File: config.mk
export PLATFORM = sky130hd
export DESIGN_NAME = cmd_start_ctrl
export DESIGN_NICKNAME = d
export VERILOG_FILES = /design/src/rtl/sd_host_pkg.sv /design/src/rtl/cmd_change_vec.sv /design/src/rtl/cmd_start_ctrl.sv
export SDC_FILE = /design/constraint.sdc
export NUM_CORES = 1
export LEC_CHECK = 0
export CORE_MARGIN = 4
export CORE_UTILIZATION = 40
export CTS_BUF_LIST = sky130_fd_sc_hd__clkbuf_4 sky130_fd_sc_hd__clkbuf_8 sky130_fd_sc_hd__clkbuf_16
export CTS_CLUSTER_SIZE = 8
export DETAILED_ROUTE_END_ITERATION = 16
export GPL_TIMING_DRIVEN = 0
export PLACE_DENSITY = 0.63
export REMOVE_ABC_BUFFERS = 1
export SKIP_LAST_GASP = 1
export SLEW_MARGIN = 20
export SYNTH_ARGS = -nofsm -noshare
export SYNTH_HDL_FRONTEND = slang
export SYNTH_HIERARCHICAL = 1
export SYNTH_SLANG_ARGS = --single-unit
File: constraint.sdc
create_clock -name clk -period 4.6 [get_ports clk]
set_clock_uncertainty 0.05 [all_clocks]
set_input_delay 1.15 -clock clk [delete_from_list [all_inputs] [get_ports clk]]
set_output_delay 1.15 -clock clk [all_outputs]
set_load 0.1 [all_outputs]
File: src/rtl/sd_host_pkg.sv
// sd_host_pkg: shared SD host constants, command FSM state encoding and default command width.
package sd_host_pkg;
  localparam int CMD_WIDTH = 6;
  localparam logic [1:0] ST_IDLE   = 2'd0;
  localparam logic [1:0] ST_SETTLE = 2'd1;
  localparam logic [1:0] ST_REQ    = 2'd2;
  localparam logic [1:0] ST_BUSY   = 2'd3;
endpackage

File: src/rtl/cmd_change_vec.sv
// cmd_change_vec: registers a vector every edge and flags any masked bit differing from last edge.
module cmd_change_vec
  import sd_host_pkg::*;
#(
  parameter int WIDTH = CMD_WIDTH
) (
  input  logic             clk,
  input  logic             reset,
  input  logic [WIDTH-1:0] i_vec,
  input  logic [WIDTH-1:0] i_mask,
  output logic             o_ch
);
  logic [WIDTH-1:0] r_last;
  always_ff @(posedge clk or negedge reset)
    if (!reset) r_last <= '0;
    else r_last <= i_vec;
  assign o_ch = |((i_vec ^ r_last) & i_mask);
endmodule

File: src/rtl/cmd_start_ctrl.sv
// cmd_start_ctrl: settles command register changes, issues a held start request with a command
// snapshot and tracks busy/pending/overrun. Define CMD_MASK_EN to add the change_mask port.
module cmd_start_ctrl
  import sd_host_pkg::*;
#(
  parameter int WIDTH  = CMD_WIDTH,
  parameter int SETTLE = 2
) (
  input  logic             clk,
  input  logic             reset,
  input  logic [WIDTH-1:0] command_register,
  input  logic             start_ack,
  input  logic             done,
  input  logic             overrun_clr,
`ifdef CMD_MASK_EN
  input  logic [WIDTH-1:0] change_mask,
`endif
  output logic             start_flag,
  output logic [WIDTH-1:0] start_cmd,
  output logic             busy,
  output logic             overrun
);
  localparam int CNT_W = (SETTLE < 1) ? 1 : $clog2(SETTLE + 1);
  localparam logic [CNT_W:0] SETTLE_V = SETTLE[CNT_W:0];
  // With no settle window a change goes straight to the request state.
  localparam logic [1:0] ST_START = (SETTLE == 0) ? ST_REQ : ST_SETTLE;
  localparam logic       CAP_NOW  = (SETTLE == 0);
  logic [1:0]       r_state, w_nstate;
  logic [CNT_W-1:0] r_cnt, w_ncnt;
  logic [CNT_W:0]   w_cnt_inc;
  logic             r_pending, w_npend, r_overrun, w_set_ovr, w_cap, w_ch;
  logic [WIDTH-1:0] r_cmd, w_mask;
`ifdef CMD_MASK_EN
  assign w_mask = change_mask;
`else
  assign w_mask = '1;
`endif
  cmd_change_vec #(.WIDTH(WIDTH)) u_change (
    .clk    (clk),
    .reset  (reset),
    .i_vec  (command_register),
    .i_mask (w_mask),
    .o_ch   (w_ch)
  );
  assign w_cnt_inc = {1'b0, r_cnt} + 1'b1;
  always_comb begin
    w_nstate = r_state;
    w_ncnt   = r_cnt;
    w_npend  = r_pending;
    w_cap    = 1'b0;
    case (r_state)
      ST_IDLE:
        if (w_ch) begin
          w_nstate = ST_START;
          w_ncnt   = '0;
          w_cap    = CAP_NOW;
        end
      ST_SETTLE:
        if (w_ch) w_ncnt = '0;
        else if (w_cnt_inc == SETTLE_V) begin
          w_nstate = ST_REQ;
          w_cap    = 1'b1;
        end else w_ncnt = w_cnt_inc[CNT_W-1:0];
      ST_REQ: begin
        w_npend  = r_pending | w_ch;
        w_nstate = start_ack ? ST_BUSY : ST_REQ;
      end
      default:
        // A change on the done edge is folded into pending so it is not lost.
        if (done && (r_pending || w_ch)) begin
          w_npend  = 1'b0;
          w_nstate = ST_START;
          w_ncnt   = '0;
          w_cap    = CAP_NOW;
        end else if (done) w_nstate = ST_IDLE;
        else w_npend = r_pending | w_ch;
    endcase
  end
  assign w_set_ovr = w_ch & r_pending & r_state[1];
  always_ff @(posedge clk or negedge reset)
    if (!reset) begin
      r_state   <= ST_IDLE;
      r_cnt     <= '0;
      r_pending <= 1'b0;
      r_overrun <= 1'b0;
      r_cmd     <= '0;
    end else begin
      r_state   <= w_nstate;
      r_cnt     <= w_ncnt;
      r_pending <= w_npend;
      r_overrun <= w_set_ovr ? 1'b1 : overrun_clr ? 1'b0 : r_overrun;
      r_cmd     <= w_cap ? command_register : r_cmd;
    end
  assign start_flag = (r_state == ST_REQ);
  assign busy       = (r_state == ST_REQ) || (r_state == ST_BUSY);
  assign start_cmd  = r_cmd;
  assign overrun    = r_overrun;
endmodule

Word level (Yosys, flattened, before mapping):

Index checks and enable logic that the tools add are counted.
Widths: inputs -> output; s select.

* bits in registers: 18
* input port bits: 11
* output and inout bits: 9
* word-level logic and storage cells: 54

* add/sub/neg operators: 1
* equality and inequality tests: 9
* muxes and demuxes: 20
* bitwise operators: 6
* reduce and logical (&&, ||, !) cells: 12

Operators by type and width (number)
* $mux 2: 9
* $pmux 2 s3: 2
* $mux 1: 8
* $reduce_and 4->1: 2
* $ne 2x2->1 const B: 3
* $reduce_or 6->1: 1
* $xor 6x6->6: 1
* $reduce_bool 5->1: 1
* $eq 2x2->1 const B: 2
* $add 2x1->3 const B: 1
* $eq 3x2->1 const B: 1
* $ne 3x1->1 const B: 1
* $ne 3x3->1 const B: 1
* $reduce_bool 3->1: 1
* $and 1x1->1: 2
* $eq 2x1->1 const B: 1
* $logic_not 2->1: 1
* $logic_or 1x1->1: 2
* $not 1->1: 2
* $pmux 1 s2: 1
* $reduce_and 2->1: 1
* $reduce_bool 2->1: 1
* $reduce_or 2->1: 1
* $logic_and 1x1->1: 1
* $or 1x1->1: 1

Longest topological paths before layout:

* word-level depth: 6
* mapped depth: 7
* depth with buffers taken out: 7

By module:

Netlist, hierarchy kept.

Modules (own cells, without submodules)
* cmd_start_ctrl: times used 1, cells each 54, area each 635.6 µm², seq. area each 300.3 µm²
* cmd_change_vec: times used 1, cells each 16, area each 230.2 µm², seq. area each 150.1 µm²

Least setup slack after synthesis:

Ideal clock, no wire load.

* kind: reg-to-output
* start: register r_state[0]
* end: output port busy
* arrival: 1914 ps
* data required time: 3400 ps
* setup slack: 1486 ps
* cell stages (with the launch flop): 4
* path buffers: 0
* cells stage by stage: dfrtp_1 inv_1 ha_1 or2_2

* longest elaborated chain between the ends: 2
* elaborated cells on any way between the ends: 3
* classes of those cells: eq/ne (2); reduce/logical (1)

Ends and longest elaborated chain
* start: declaration: line cmd_start_ctrl.sv:28 `logic [1:0] r_state, w_nstate;`
* start signal: assignment: line cmd_start_ctrl.sv:88 `r_state <= w_nstate;`
* $eq 2x2->1
* net start_flag: line cmd_start_ctrl.sv:18 `output logic start_flag,`
* $logic_or 1x1->1: line cmd_start_ctrl.sv:95 `assign busy = (r_state == ST_REQ) || (r_state == ST_BUSY);`
* end: declaration: line cmd_start_ctrl.sv:20 `output logic busy,`

The timed path passes the listed nets, and every way through them passes these cells.

Worst setup path after layout:

* start: register r_state[0]
* end: output port busy

* longest elaborated chain between the ends: 2
* elaborated cells on any way between the ends: 3
* classes of those cells: eq/ne (2); reduce/logical (1)

Ends and longest elaborated chain (line)
* $eq 2x2->1: cmd_start_ctrl.sv:95
* $logic_or 1x1->1 (*): cmd_start_ctrl.sv:95

Mark *: on every way between the ends. The rest lies on a longest branch, timed or not.

==> impl_metrics.json <==
{
  "outcome": "completed",
  "ys.warnings.count": 6,
  "ios": 20,
  "postLayoutCoreUtil_pct": 57.2,
  "via_count": 559,
  "reg2reg_slack_ps": 2680,
  "layout-drive-gt1-share_pct": 17.3,
  "fin_cells": 125,
  "grt_max_degree": 19,
  "rsz0062_at_grt": "false",
  "fmax_mhz": 285,
  "grt-ovfl-total": 0,
  "cts-resized-gates": 0,
  "worstSetupPathType": "register to primary output",
  "first_global_vias": 560,
  "die_w_microns": 54.5,
  "cp.required_ps": 3400,
  "cap_violations": 0,
  "clock-root-buffer": "clkbuf_4",
  "grt_use_total_pct": 11.3,
  "grt_pass1_wl_microns": 2340,
  "die_area_sq_mm": 0.00297,
  "via_per_inst": 4.47,
  "netlist_top_cells_area": "dfrtp_1, mux2_2, ha_1, xor2_1, mux2_4",
  "drt_iter0_markers": 5,
  "place_hpwl_microns": 1100,
  "slew_headroom_pct": 34.2,
  "chipHeight_microns": 54.5,
  "cts_tree": "done",
  "hold_class": "register to register",
  "synth.largest_area_cell": "dfrtp_1",
  "ctsLongestPathBuffers": 2,
  "crit_arrival_ps": 2310,
  "layout_commonest_cell": "clkdlybuf4s50_1",
  "area_growth_pct": 32.2,
  "numCtsBuffers": 3,
  "drt_wl_total_microns": 1390,
  "yosysSeqAreaShare_pct": 52.0,
  "crit_path_max_fanout": 6,
  "postSynthAreaPerCell_sq_um": 12.4,
  "portBuffers": 19,
  "dpl.cell_count": 121,
  "drt_pass1_iterations": 3,
  "antenna_cells": 0,
  "hold_depth": 1,
  "htreeDepth": 1,
  "worst_pin_slew_ps": 984,
  "critPathCaptureType": "primary output",
  "period_needed_ps": 3510,
  "ys_seq_elements": 18,
  "final-hold-violation-count": 0,
  "antenna_found_initial": 0,
  "nets": 115,
  "placementRows": 16,
  "min_from": "start_cmd[1]",
  "avgRoutedWirePerCell_microns": 11.1,
  "setup-violations-final": 0,
  "ctsHoldBuffers": 0,
  "netlist_instances": 70,
  "drc": 0,
  "initial_core_util_pct": 43.2,
  "gp_congestion": 0.754,
  "final_cell_mix": "clkdlybuf4s50_1, dfrtp_1",
  "holdPathEnd": "start_cmd[1]",
  "synth_cell_types": 20,
  "synth_top_cell_area_share_pct": 52.0,
  "drv_slew": 0,
  "post-cts-setup-buffer-count": 0,
  "finalSetupTns_ps": 0,
  "clock_latency_ps": 280,
  "r2r-start": "u_change/r_last[3]",
  "finalCritPeriodShare_pct": 76.2,
  "syn_area_sq_um": 866,
  "coreArea_sq_mm": 0.00200,
  "cts.clk_slew.worst_paths_ps": 100,
  "postRouteAntennaNets": 0,
  "clock_sinks": 18,
  "r2r_cells": 7,
  "whs_ps": 466,
  "critPathLaunchType": "register",
  "rr_endpoint": "r_cnt[0]"
}
Yosys cell counts:
cell type  instances
and3_4             1
mux2_2             6
a22oi_1            3
a31oi_1            1
nand2_1            2
o21ai_2            2
mux2_4             2
mux2_1             2
nor2_1             4
nand3b_4           1
dfrtp_1           18
a211oi_1           1
conb_1             1
a21oi_1            3
xor2_1             6
inv_1              6
or2_2              1
o21ai_0            3
nand3_1            2
ha_1               5
cells by family (layout without fill, tap and decap cells):
family,Yosys count,in the layout,share of synthesized area [%]
flip-flops,18,18,52.0
AO/OA/AOI/OAI,13,13,9.68
AND/OR/NAND/NOR,11,11,8.09
multiplexers,10,10,13.9
XOR/XNOR,6,6,6.07
buffers and inverters,6,29,2.60
adder cells (fa/ha/maj),5,5,7.23
other,1,6,0.433
per-layer routing:
| layer | share of wire (%) | vias to the layer above | GRT usage, % |
|---|---|---|---|
| met5 | 0 | - | 0 |
| met4 | 0.87 | 0 | 2.49 |
| met3 | 6.0 | 2 | 5.45 |
| met2 | 43 | 11 | 17.9 |
| met1 | 50 | 257 | 13.8 |
| li1 | - | 289 | - |
layout make-up:
cell class,count,area (sq um)
multi-input cells,51,412
well taps,27,33.8
fillers,177,857
inverters,6,22.5
repair buffers,19,190
clock buffers,4,36.3
flip-flops and latches,18,450
how the worst max path moves through the flow:
stage	start	end	slack, ps
after floorplan	r_state[0]	busy	1490
after detailed placement	r_state[0]	busy	1400
after global placement	r_state[0]	busy	1410
final	r_state[0]	busy	1090
after global routing	r_state[0]	busy	980
after CTS	r_state[0]	busy	1070
stage by stage:
step           instance area, sq um  setup slack [ps]
3_3_place_gp                   1110              1410
2_1_floorplan                   885              1490
6_report                       1140              1090
4_1_cts                        1140              1070
3_5_place_dp                   1110              1400
5_1_grt                        1140               985
worst max-delay path, stage by stage, from the launching register on:
cell and delay (ps):
dfrtp_1 420, inv_1 90, ha_1 250, or2_2 140, clkdlybuf4s50_1 1120
registers in the layout, indices dropped and copies added, names as in the netlist:
register	flops
r_state	2
r_cnt	2
start_cmd	6
overrun	1
u_change/r_last	6
r_pending	1
Power is not shown: default switching activity piles up to over one toggle a cycle in this logic, so the estimate is an artifact.
